$ cat src/rtl/mem_bist_pkg.sv
// Shared types and constants for the memory BIST initiator.
package mem_bist_pkg;

    localparam int DATA_W = 32;
    localparam int ADDR_W = 32;

    typedef enum logic [2:0] {
        ST_IDLE = 3'd0,
        ST_WR   = 3'd1,
        ST_RD   = 3'd2,
        ST_WRI  = 3'd3,
        ST_RDI  = 3'd4,
        ST_DONE = 3'd5
    } bist_state_t;

    // A single-word range still needs a 1-bit index register.
    function automatic int idx_width(input int depth);
        return (depth > 1) ? $clog2(depth) : 1;
    endfunction

endpackage

$ cat src/rtl/mem_bist_pattern.sv
// March pattern generator: {index, ~index} in 16-bit halves, optionally inverted.
// Shared by the write-data path and the read-compare path, so both always agree.
module mem_bist_pattern
    import mem_bist_pkg::*;
#(
    parameter int IDX_W = 8
) (
    input  logic [IDX_W-1:0]  i_index,
    input  logic              i_invert,
    output logic [DATA_W-1:0] o_pattern
);

    logic [15:0] w_idx16;

    // Index is zero-extended (or truncated) to 16 bits before forming the halves.
    assign w_idx16   = 16'(i_index);
    assign o_pattern = {w_idx16, ~w_idx16} ^ {DATA_W{i_invert}};

endmodule

$ cat src/rtl/mem_bist.sv
// Memory BIST initiator: 4-phase march (write P, read P, write ~P, read ~P)
// over DEPTH_WORDS words starting at ADDR_BASE. Stops at the first mismatch
// and records its address and read data.
//
// state   | meaning
// --------+-----------------------------------------------
// ST_IDLE | no test run since reset; memory port quiet
// ST_WR   | writing P(i), one word per cycle
// ST_RD   | reading and comparing against P(i)
// ST_WRI  | writing ~P(i)
// ST_RDI  | reading and comparing against ~P(i)
// ST_DONE | result valid; waits for a new start
module mem_bist
    import mem_bist_pkg::*;
#(
    parameter logic [ADDR_W-1:0] ADDR_BASE   = 32'h0,
    parameter int                DEPTH_WORDS = 256
) (
    input  logic              clk,
    input  logic              rst,
    input  logic              start_i,
    output logic              busy_o,
    output logic              done_o,
    output logic              pass_o,
    output logic [ADDR_W-1:0] fail_addr_o,
    output logic [DATA_W-1:0] fail_data_o,
    output logic              data_ce_o,
    output logic              data_we_o,
    output logic [ADDR_W-1:0] data_addr_o,
    output logic [DATA_W-1:0] data_o,
    input  logic [DATA_W-1:0] data_i
);

    localparam int               IDX_W    = idx_width(DEPTH_WORDS);
    localparam logic [IDX_W-1:0] LAST_IDX = IDX_W'(DEPTH_WORDS - 1);

    bist_state_t       r_state;
    bist_state_t       w_state_nxt;
    logic [IDX_W-1:0]  r_index;
    logic [IDX_W-1:0]  w_index_nxt;
    logic [IDX_W-1:0]  w_index_inc;
    logic              r_pass;
    logic              w_pass_nxt;
    logic [ADDR_W-1:0] r_fail_addr;
    logic [ADDR_W-1:0] w_fail_addr_nxt;
    logic [DATA_W-1:0] r_fail_data;
    logic [DATA_W-1:0] w_fail_data_nxt;

    logic              w_busy;
    logic              w_write;
    logic              w_read;
    logic              w_invert;
    logic              w_last;
    logic              w_mismatch;
    logic [DATA_W-1:0] w_pattern;
    logic [ADDR_W-1:0] w_addr;

    mem_bist_pattern #(
        .IDX_W (IDX_W)
    ) u_pattern (
        .i_index   (r_index),
        .i_invert  (w_invert),
        .o_pattern (w_pattern)
    );

    // Phase decode, address generation and compare, all from registered state.
    always_comb begin
        w_write     = (r_state == ST_WR)  || (r_state == ST_WRI);
        w_read      = (r_state == ST_RD)  || (r_state == ST_RDI);
        w_invert    = (r_state == ST_WRI) || (r_state == ST_RDI);
        w_busy      = w_write || w_read;
        w_last      = (r_index == LAST_IDX);
        w_index_inc = w_last ? '0 : r_index + IDX_W'(1);
        w_addr      = ADDR_BASE + (ADDR_W'(r_index) << 2);
        w_mismatch  = w_read && (data_i != w_pattern);
    end

    // Moore memory-port outputs; the port is fully quiet outside the march phases.
    always_comb begin
        busy_o      = w_busy;
        done_o      = (r_state == ST_DONE);
        pass_o      = r_pass;
        fail_addr_o = r_fail_addr;
        fail_data_o = r_fail_data;
        data_ce_o   = w_busy;
        data_we_o   = w_write;
        data_addr_o = w_busy  ? w_addr    : '0;
        data_o      = w_write ? w_pattern : '0;
    end

    // Next-state, index and result logic.
    always_comb begin
        w_state_nxt     = r_state;
        w_index_nxt     = r_index;
        w_pass_nxt      = r_pass;
        w_fail_addr_nxt = r_fail_addr;
        w_fail_data_nxt = r_fail_data;
        unique case (r_state)
            ST_IDLE, ST_DONE: begin
                if (start_i) begin
                    w_state_nxt     = ST_WR;
                    w_index_nxt     = '0;
                    w_pass_nxt      = 1'b0;
                    w_fail_addr_nxt = '0;
                    w_fail_data_nxt = '0;
                end
            end
            ST_WR, ST_WRI: begin
                w_index_nxt = w_index_inc;
                if (w_last) begin
                    w_state_nxt = (r_state == ST_WR) ? ST_RD : ST_RDI;
                end
            end
            ST_RD, ST_RDI: begin
                if (w_mismatch) begin
                    // First mismatch ends the test; later words are never visited.
                    w_state_nxt     = ST_DONE;
                    w_index_nxt     = '0;
                    w_pass_nxt      = 1'b0;
                    w_fail_addr_nxt = w_addr;
                    w_fail_data_nxt = data_i;
                end else begin
                    w_index_nxt = w_index_inc;
                    if (w_last) begin
                        if (r_state == ST_RD) begin
                            w_state_nxt = ST_WRI;
                        end else begin
                            w_state_nxt = ST_DONE;
                            w_pass_nxt  = 1'b1;
                        end
                    end
                end
            end
            default: begin
                w_state_nxt = ST_IDLE;
                w_index_nxt = '0;
            end
        endcase
    end

    // State and result registers; reset aborts any test in flight.
    always_ff @(posedge clk or negedge rst) begin
        if (!rst) begin
            r_state     <= ST_IDLE;
            r_index     <= '0;
            r_pass      <= 1'b0;
            r_fail_addr <= '0;
            r_fail_data <= '0;
        end else begin
            r_state     <= w_state_nxt;
            r_index     <= w_index_nxt;
            r_pass      <= w_pass_nxt;
            r_fail_addr <= w_fail_addr_nxt;
            r_fail_data <= w_fail_data_nxt;
        end
    end

endmodule
$ cat config.mk
export PLATFORM = sky130hd
export DESIGN_NAME = mem_bist
export DESIGN_NICKNAME = d
export VERILOG_FILES = /design/src/rtl/mem_bist_pkg.sv /design/src/rtl/mem_bist_pattern.sv /design/src/rtl/mem_bist.sv
export SDC_FILE = /design/constraint.sdc
export NUM_CORES = 1
export LEC_CHECK = 0
export BUFFER_PORTS_ARGS = -buffer_cell sky130_fd_sc_hd__buf_2
export CAP_MARGIN = 10
export CORE_MARGIN = 2
export CORE_UTILIZATION = 42
export CTS_CLUSTER_DIAMETER = 100
export DETAILED_ROUTE_END_ITERATION = 16
export MAX_ROUTING_LAYER = met4
export PLACE_DENSITY = 0.87
export SYNTH_ARGS = -nofsm -noshare
export SYNTH_HDL_FRONTEND = slang
export SYNTH_SLANG_ARGS = --single-unit
$ cat constraint.sdc
create_clock -name clk -period 2.5 [get_ports clk]
set_input_delay 0 -clock clk [delete_from_list [all_inputs] [get_ports clk]]
set_output_delay 0 -clock clk [all_outputs]
set_load 0.005 [all_outputs]
### Word-level counts from Yosys, hierarchy flattened

Index checks and enable logic that the tools add are counted.

| word-level totals | value |
|---|---|
| register bits | 76 |
| input port bits | 35 |
| output and inout port bits | 133 |
| word-level logic and storage cells | 56 |

| operators by class | value |
|---|---|
| $add $sub $neg | 1 |
| equality and inequality tests | 12 |
| multiplexer cells | 23 |
| bitwise logic cells | 2 |
| reductions and logical operators | 13 |

Operators with widths:

| cell | count |
|---|---|
| $mux 32 | 4 |
| $pmux 32 s2 | 2 |
| $ne 32x32->1 | 1 |
| $xor 24x32->32 | 1 |
| $mux 8 | 3 |
| $pmux 8 s3 | 1 |
| $mux 3 | 6 |
| $not 8->16 | 1 |
| $mux 10 | 1 |
| $pmux 3 s3 | 1 |
| $add 8x1->8 const B | 1 |
| $eq 8x8->1 const B | 1 |
| $eq 3x2->1 const B | 2 |
| $eq 3x3->1 const B | 2 |
| $ne 2x2->1 const B | 3 |
| $ne 3x3->1 const B | 2 |
| $reduce_and 3->1 | 2 |
| $reduce_or 2->1 | 3 |
| $logic_or 1x1->1 | 4 |
| $mux 1 | 4 |
| $reduce_and 4->1 | 1 |
| $eq 3x1->1 const B | 1 |
| $logic_not 3->1 | 1 |
| $pmux 1 s2 | 1 |
| other kinds (2) | 2 |

### Longest topological paths before layout

Gate-level depths: netlist (run 1).

| logic depth | value |
|---|---|
| depth in word-level cells | 7 |
| mapped depth | 10 |
| mapped depth without buffers | 8 |

### Hierarchy

From an unflattened synthesis (run 1), not the netlist that was laid out.

| second synthesis, totals | value |
|---|---|
| cell total of the unflattened synthesis | 433 |
| area total of the unflattened synthesis | 3,831.2 sq um |

By module, submodules not included:

| module | times used | cells an instance | area each (sq um) | seq. area each (sq um) |
|---|---|---|---|---|
| mem_bist | 1 | 399 | 3,535.9 | 1,301.2 |
| mem_bist_pattern | 1 | 34 | 295.3 | 0.0 |

### Worst setup path before layout (run 1)

No wires, ideal clock.

| timing path | value |
|---|---|
| path kind | register -> register |
| start | register r_state[1] |
| end | register r_fail_addr[2], in the netlist fail_addr_o[2] |
| setup time | 0.121 ns |
| data arrival time | 2.348 ns |
| data required time | 2.379 ns |
| path slack | 0.031 ns |
| stages on the path, launching flop included | 11 |
| path buffers | 3 |
| clock period less this slack | 2.469 ns |
| cell sequence | dfrtp_1 buf_6 or3b_4 a211oi_2 o2bb2ai_1 o2111ai_2 o31a_1 and2_1 buf_6 buf_6 a22o_1 |

| on the way | value |
|---|---|
| longest elaborated chain between the ends | 7 |
| elaborated cells on any way between the ends | 17 |
| those cells by class | 7 x eq/ne; 1 x mux; 1 x bitwise; 8 x reduce/logical |

Ends and longest elaborated chain:

| item | line | source |
|---|---|---|
| from (decl) | mem_bist.sv:37 | `bist_state_t r_state;` |
| from (signal assigned) | mem_bist.sv:150 | `r_state <= w_state_nxt;` |
| $eq 3x2->1 or $eq 3x3->1 (tied branches) | mem_bist.sv:70, mem_bist.sv:69, mem_bist.sv:98 |  |
| $logic_or 1x1->1 | mem_bist.sv:70 | `w_invert = (r_state == ST_WRI) \|\| (r_state == ST_RDI);` |
| $xor 24x32->32 | mem_bist_pattern.sv:17 | `assign o_pattern = {w_idx16, ~w_idx16} ^ {DATA_W{i_invert}};` |
| $ne 32x32->1 | mem_bist.sv:75 | `w_mismatch = w_read && (data_i != w_pattern);` |
| $logic_and 1x1->1 | mem_bist.sv:75 |  |
| $ne 2x2->1 (no source line) | -- |  |
| $reduce_and 3->1 (no source line) | -- |  |
| to (signal assigned) | mem_bist.sv:153 | `r_fail_addr <= w_fail_addr_nxt;` |
| to (decl) | mem_bist.sv:44 | `logic [ADDR_W-1:0] r_fail_addr;` |

Several ways; a longest one is shown, not always the timed one.
A chain may end at the register's enable or synchronous reset.

### Worst setup path after layout (run 1)

| timing path | value |
|---|---|
| start | register r_state[1] |
| end | register r_fail_data[7], in the netlist fail_data_o[7] |

| on the way | value |
|---|---|
| longest elaborated chain between the ends | 7 |
| elaborated cells on any way between the ends | 17 |
| those cells by class | 7 x eq/ne; 1 x mux; 1 x bitwise; 8 x reduce/logical |

Ends and longest elaborated chain:

| item | line | source |
|---|---|---|
| $eq 3x2->1 or $eq 3x3->1 (tied branches) | mem_bist.sv:70, mem_bist.sv:69, mem_bist.sv:98 |  |
| $logic_or 1x1->1 | mem_bist.sv:70 |  |
| $xor 24x32->32 | mem_bist_pattern.sv:17 |  |
| $ne 32x32->1 | mem_bist.sv:75 |  |
| $logic_and 1x1->1 | mem_bist.sv:75 |  |
| $ne 2x2->1 (no source line) | -- |  |
| $reduce_and 3->1 (no source line) | -- |  |
| to (signal assigned) | mem_bist.sv:154 | `r_fail_data <= w_fail_data_nxt;` |
| to (decl) | mem_bist.sv:46 | `logic [DATA_W-1:0] r_fail_data;` |

Several ways; a longest one is shown, not always the timed one.

==> metrics.md, run 1 <==
| Metric | Value |
|---|---|
| Worst-path fanout max | 5 |
| Post-synthesis sequential element count | 52 |
| DRC viols | 0 |
| Clock sinks | 52 |
| Tot GR Track Use | 0.236 |
| P&R area growth vs syn | 30.6% |
| VDD IR max | about 0.00042 V |
| Global-route wire length before repair | 15800 um |
| Pwr Density | 549 nW/um^2 |
| Vias | 3299 |
| Fin cells | 620 |
| Initial Util | 0.438 |
| Crit Path Class | reg2reg |
| DP Cell Count | 577 |
| Hold crit path type | in2reg |
| Max Freq | ~400 MHz |
| Fin. max-slew vios | 0 |
| Routed Antenna Nets | 0 |
| FF-to-FF setup slack | -0.01 ns |
| Violated checks | hold timing, setup timing |
| Routed length per instance | 17.1 um |
| CTS tree | yes |
| Die W | 94.5 um |
| Cells after Synth | approximately 360 |
| CTS Root Cell | clkbuf_8 |
| Critical path arrival | 2.76 ns |
| Worst-path cell chain | or3b_4 > a211oi_4 > o2bb2ai_2 > o2111ai_2 > o31a_1 > buf_6 > a21oi_4 > buf_6 > buf_6 > a22o_1 |
| Most frequent cells in the layout | buf_2, dfrtp_1, conb_1 |
| Initial antenna violation count | 0 |
| I/O pin total | 168 |
| Setup crit end kind | flop |
| Min Hold Slack | -0.00514 ns |
| Commonest non-fill, non-tap cell in the layout | buf_2 |
| Iteration-0 DRC Markers | 221 |
| Vias per cell | 5.32 |
| CTS Buf Count | 5 |
| R2R depth | 10 |
| Worst Clk Skew | 0.0112 ns |
| Number of synthesized flops with an enable pin | 0 |
| Worst skew pair latency | around 0.32 ns |
| YS warnings | 0 |
| Largest net degree at the start of global routing | just over 40 |
| Hold path endpoint | fail_data_o[20] |
| Worst Hold Launch | data_i[20] |
| Synth area leader | dfrtp_1 |
| Final setup margin | -0.0132 ns |
| Synth top area cells | dfrtp_1, buf_4, a22o_1 |
| GP Congestion | 0.992 |
| Status | complete, but fails checks |
| Post-synth ARST share | 1.00 |
| I/O Buffers | 119 |
| Max_cap viols | 0 |
| Hold Path Cell Cnt | 2 |
| Site row count | 32 |
| DIE AREA | 8920 sq um |
| Setup-failing EPs final | 6 |
| RSZ-0062 raised after global routing | yes |
| RR Startpoint | r_state[1] |
| Register area share after synthesis | 0.379 |
| Final hold vios | 1 |
| Crit. Startpoint | r_state[1] |
| DP Worst Slack | 0.0168 ns |
| Drt pass-1 iters | 4 |
| Syn Area/Cell | about 9.5 sq um |
| Core footprint | approximately 7800 sq um |
| Detailed Place HPWL | 7300 um |
| Die Y-Extent | between 90 and 100 um |
| Worst Max-Slew Pin Slew | between 0.7 and 0.8 ns |
| Fillers | around 680 |
| Layout cell share with drive strength beyond 1 | 0.340 |
| CP max stage cell | or3b_4 |
| Vias in the first global route | slightly above 3000 |
| H-tree depth | 2 |
| GRT overflow | 0 |
| Leak | around 0.0023 uW |
| Post-Syn Area | 3440 sq um |
| Critical path's most frequent cell | buf_6 |
| Detailed Route WL | 10600 um |
| Slowest stage delay, CP | approximately 0.45 ns |
| Inserted Diodes | 0 |
| Clk slew on worst S/H paths | 0.10 ns |
| Worst reg2reg endpoint | fail_data_o[7] |
| Fin crit share | 1.01 |
| Fin crit period | 2.51 ns |
| Startpoint types | flop |
| Slew HR | 0.523 |
| Area fraction of the dominant cell type after synthesis | 0.379 |
| Ys flop type | dfrtp_1 |
| Clock Path Buffers | 2 |
| Worst EP required | 2.75 ns |
| Final nets | 553 |
| Distinct cells, synth | 58 |
synthesized netlist by cell type, types with 7 or more instances:
master,count
buf_4,63
dfrtp_1,52
a22o_1,40
nor2_1,23
and2_1,16
nand2_1,16
xnor2_1,14
o21ai_0,10
clkbuf_1,9
and3_1,8
buf_2,8
xor2_1,8
a21oi_1,7
inv_1,7
stage by stage:
| step | util | setup TNS (ns) | power (uW) | area, sq um |
|---|---|---|---|---|
| floorplan | - | 0 | 1540 | 3610 |
| global placement | 0.510 | 0 | 1890 | 4000 |
| detailed placement | 0.510 | 0 | 1910 | 4000 |
| CTS | 0.561 | 0 | 2450 | 4400 |
| global route | 0.572 | -3.18 | 2610 | 4490 |
| finish | 0.572 | -0.0460 | 2460 | 4490 |
what timing repair did:
| action | CTS | global route |
|---|---|---|
| resized for setup | 0 | 12 |
| setup endpoints to repair | 0 | 45 |
| endpoints found under the hold margin | 52 | 0 |
| buffers inserted | 0 | 2 |
| hold buffers | 31 | 0 |
where the power goes:
group | switching, uW | internal (uW)
registers | 58.0 | 893
clock network | 308 | 206
logic | 529 | 470
per-layer routing:
metal | up-vias | track usage | routed length [um]
met1 | 1606 | 0.310 | 4320
met2 | 193 | 0.379 | 5250
met5 | - | - | 0
met3 | 16 | 0.0351 | 810
li1 | 1484 | - | -
met4 | 0 | 0.0737 | 209
state kept, by name (all words and copies together), names as in the netlist:
| name | cells |
|---|---|
| fail_addr_o | 8 |
| fail_data_o | 32 |
| pass_o | 1 |
| r_index | 8 |
| r_state | 3 |
critical path, delay by kind of cell (launching register included):
kind                   cells  cell delay [ns]
AO/OA/AOI/OAI              6             1.14
buffers and inverters      3             0.40
flip-flops                 1             0.44
AND/OR/NAND/NOR            1             0.45
area by class of cell:
cell class,count,area (sq um),area share
clock buffer,6,72.6,0.0162
clock inverter,2,17.5,0.00390
inverter,8,30.0,0.00669
multi-input combinational,263,1700,0.378
sequential,52,1300,0.290
tap,102,128,0.0284
timing repair buffer,187,1240,0.276
worst max-delay path by stage:
| stage | to | slack [ns] | cells past startpoint |
|---|---|---|---|
| floorplan | fail_addr_o[2] | 0.03 | 10 |
| global placement | fail_data_o[18] | 0.08 | 9 |
| detailed placement | fail_data_o[30] | 0.02 | 9 |
| CTS | fail_data_o[25] | 0.001 | 9 |
| global route | fail_addr_o[9] | -0.11 | 10 |
| finish | fail_data_o[7] | -0.01 | 10 |
cells by family after synthesis:
group | count (synthesis) | synth area share
AND/OR/NAND/NOR | 110 | 0.184
other | 1 | 0.00109
buffers and inverters | 94 | 0.187
XOR/XNOR | 22 | 0.0561
flip-flops | 52 | 0.379
adder cells (fa/ha/maj) | 1 | 0.00364
AO/OA/AOI/OAI | 82 | 0.189
Note: power is estimated with default switching activity, not from simulation.
==> inputs of run 2 (changes only) <==
--- a/config.mk
+++ b/config.mk
@@ -12,7 +12,7 @@
 export CTS_CLUSTER_DIAMETER = 100
 export DETAILED_ROUTE_END_ITERATION = 16
 export MAX_ROUTING_LAYER = met4
-export PLACE_DENSITY = 0.87
+export PLACE_DENSITY_LB_ADDON = 0.12
 export SYNTH_ARGS = -nofsm -noshare
 export SYNTH_HDL_FRONTEND = slang
 export SYNTH_SLANG_ARGS = --single-unit
==> run 2 against run 1 <==
The flow now finishes without violations. Wire length down 7.2%. Core utilization hardly changed. Clock skew fell by 0.0047 ns. Setup slack improved by 0.046 ns. Total power is essentially flat. Critical path depth fell by 2. First-iteration DRC count shrank 6.3%. Critical endpoint is now fail_data_o[30].
==> metrics.md, run 2 (same netlist as run 1, synthesis figures left out) <==
| Metric | Value |
|---|---|
| Hold Path Cell Cnt | 2 |
| Worst Clk Skew | 0.00652 ns |
| Commonest non-fill, non-tap cell in the layout | buf_2 |
| Pwr Density | roughly 550 nW/um^2 |
| I/O Buffers | 119 |
| Worst skew pair latency | 0.31 ns |
| Final hold vios | 0 |
| Buffers & Inverters on Critical Path | 1 |
| GP Congestion | 0.881 |
| Setup-failing EPs final | 0 |
| Setup TNS | 0 ns |
| VDD IR max | 0.000245 V |
| Detailed Route WL | 9840 um |
| Critical path arrival | 2.67 ns |
| Most frequent cells in the layout | buf_2, dfrtp_1, conb_1 |
| Final core utilization | 0.572 |
| Clock Path Buffers | 2 |
| Largest net degree at the start of global routing | 37 |
| GRT overflow | 0 |
| Startpoint types | flop |
| Inserted Diodes | 0 |
| Detailed Place HPWL | roughly 7200 um |
| Worst-path cell chain | or3b_4 > a211oi_4 > o2bb2ai_2 > o2111ai_2 > o31a_1 > and2_2 > buf_12 > a22o_1 |
| Seq pwr share | 0.393 |
| Max reg flops | 32 |
| CP max stage cell | or3b_4 |
| Routed Antenna Nets | 0 |
| DP Cell Count | 579 |
| R2R depth | 8 |
| Sw Share | 0.360 |
| Worst-path fanout max | 25 |
| Setup crit end kind | flop |
| Vias in the first global route | 2903 |
| Clk slew on worst S/H paths | 0.10 ns |
| CTS tree | yes |
| P&R area growth vs syn | 30.7% |
| Initial Util | 0.438 |
| Vias | 3131 |
| WP depth | 8 |
| Core footprint | 7850 sq um |
| Max Freq | 405 MHz |
| Clk network pwr share | 0.200 |
| Multi-input combinational cell area | about 1700 sq um |
| CTS Root Cell | clkbuf_8 |
| Leak | 0.00233 uW |
| H-tree depth | 2 |
| Slowest stage delay, CP | between 0.4 and 0.5 ns |
| Fin cells | 619 |
| Crit Path Class | reg2reg |
| Global-route wire length before repair | 14800 um |
| Final nets | 552 |
| DRC viols | 0 |
| Min Hold Slack | 0.0138 ns |
| DIE AREA | 8920 sq um |
| CTS Buf Count | 5 |
| Slew HR | 0.546 |
| Worst Max-Slew Pin Slew | between 0.6 and 0.7 ns |
| Vias per cell | between 5 and 6 |
| Final Power | about 2500 uW |
| Die Y-Extent | 94.5 um |
| I/O pin total | 168 |
| Initial antenna violation count | 0 |
| Die W | ~94 um |
| Tot GR Track Use | 0.221 |
| Drt pass-1 iters | 4 |
| Fin. max-slew vios | 0 |
| Iteration-0 DRC Markers | 207 |
| CP delay by family, top | compound AO/OA/AOI/OAI gates |
| Max_cap viols | 0 |
| Worst EP required | 2.71 ns |
| Seq. cell area | ~1300 sq um |
| Clock sinks | 52 |
| Hold crit path type | in2reg |
| Fin crit period | 2.47 ns |
| Fin crit share | 0.987 |
| Combinational share of power | 0.407 |
| Routed length per instance | 15.9 um |
| Layout cell share with drive strength beyond 1 | 0.338 |
| Cell Int Power | 1580 uW |
| Sw power | 887 uW |
| Site row count | 32 |
| Status | finished clean |
| Fillers | 716 |
| RSZ-0062 raised after global routing | yes |
run 2: cell count changes in the layout (fill, tap and decap cells not counted), sizes merged:
| cell | delta |
|---|---|
| dlygate4sd3 | +1 |
| buf | -1 |
| inv | -2 |
| clkbuf | -1 |
| clkinvlp | +1 |
| clkinv | +1 |
run 2: cell type report:
cell class / instances / area share
Clock buffer: 6 / 0.0162
Clock inverter: 2 / 0.00362
Inverter: 8 / 0.00669
Multi-Input combinational cell: 263 / 0.384
Sequential cell: 52 / 0.290
Tap cell: 102 / 0.0284
Timing Repair Buffer: 186 / 0.272
run 2: path summary, 6_finish.rpt:
check                                startpoint         endpoint  slack [ns]
min in group asynchronous                   rst       r_state[2]        0.16
worst max-delay path                 r_state[1]  fail_data_o[30]        0.03
worst max register to register       r_state[1]  fail_data_o[30]        0.03
worst min register to register  fail_data_o[12]  fail_data_o[12]        0.50
max in group asynchronous                   rst       r_index[1]        1.52
worst min-delay path                 data_i[18]  fail_data_o[18]        0.01
run 2: metrics by stage:
stage          setup slack, ns  instance area, sq um
6_report                0.0332                  4490
5_1_grt                -0.0604                  4490
4_1_cts                0.00570                  4440
3_5_place_dp            0.0157                  4030
3_3_place_gp            0.0149                  4030
2_1_floorplan           0.0310                  3610
run 2: power groups by stage:
stage / sequential [uW] / combinational (uW) / clock (uW)
2_1_floorplan: 920 / 617 / 0
3_3_place_gp: 984 / 945 / 0
3_5_place_dp: 981 / 952 / 0
4_1_cts: 966 / 994 / 507
5_1_grt: 976 / 1110 / 535
6_report: 969 / 1000 / 492
run 2: repair_timing:
item,in CTS,in global routing
endpoints found under the hold margin,47,0
setup buffers,0,0
resized for setup,0,10
hold buffers,32,0
endpoints found under the setup margin,0,45
run 2: metal layers:
layer | global-route usage | up-vias | wire length, um
li1 | - | 1483 | -
met1 | 0.302 | 1496 | 4200
met2 | 0.349 | 142 | 4750
met3 | 0.0407 | 10 | 779
met4 | 0.0386 | 0 | 114
met5 | - | - | 0
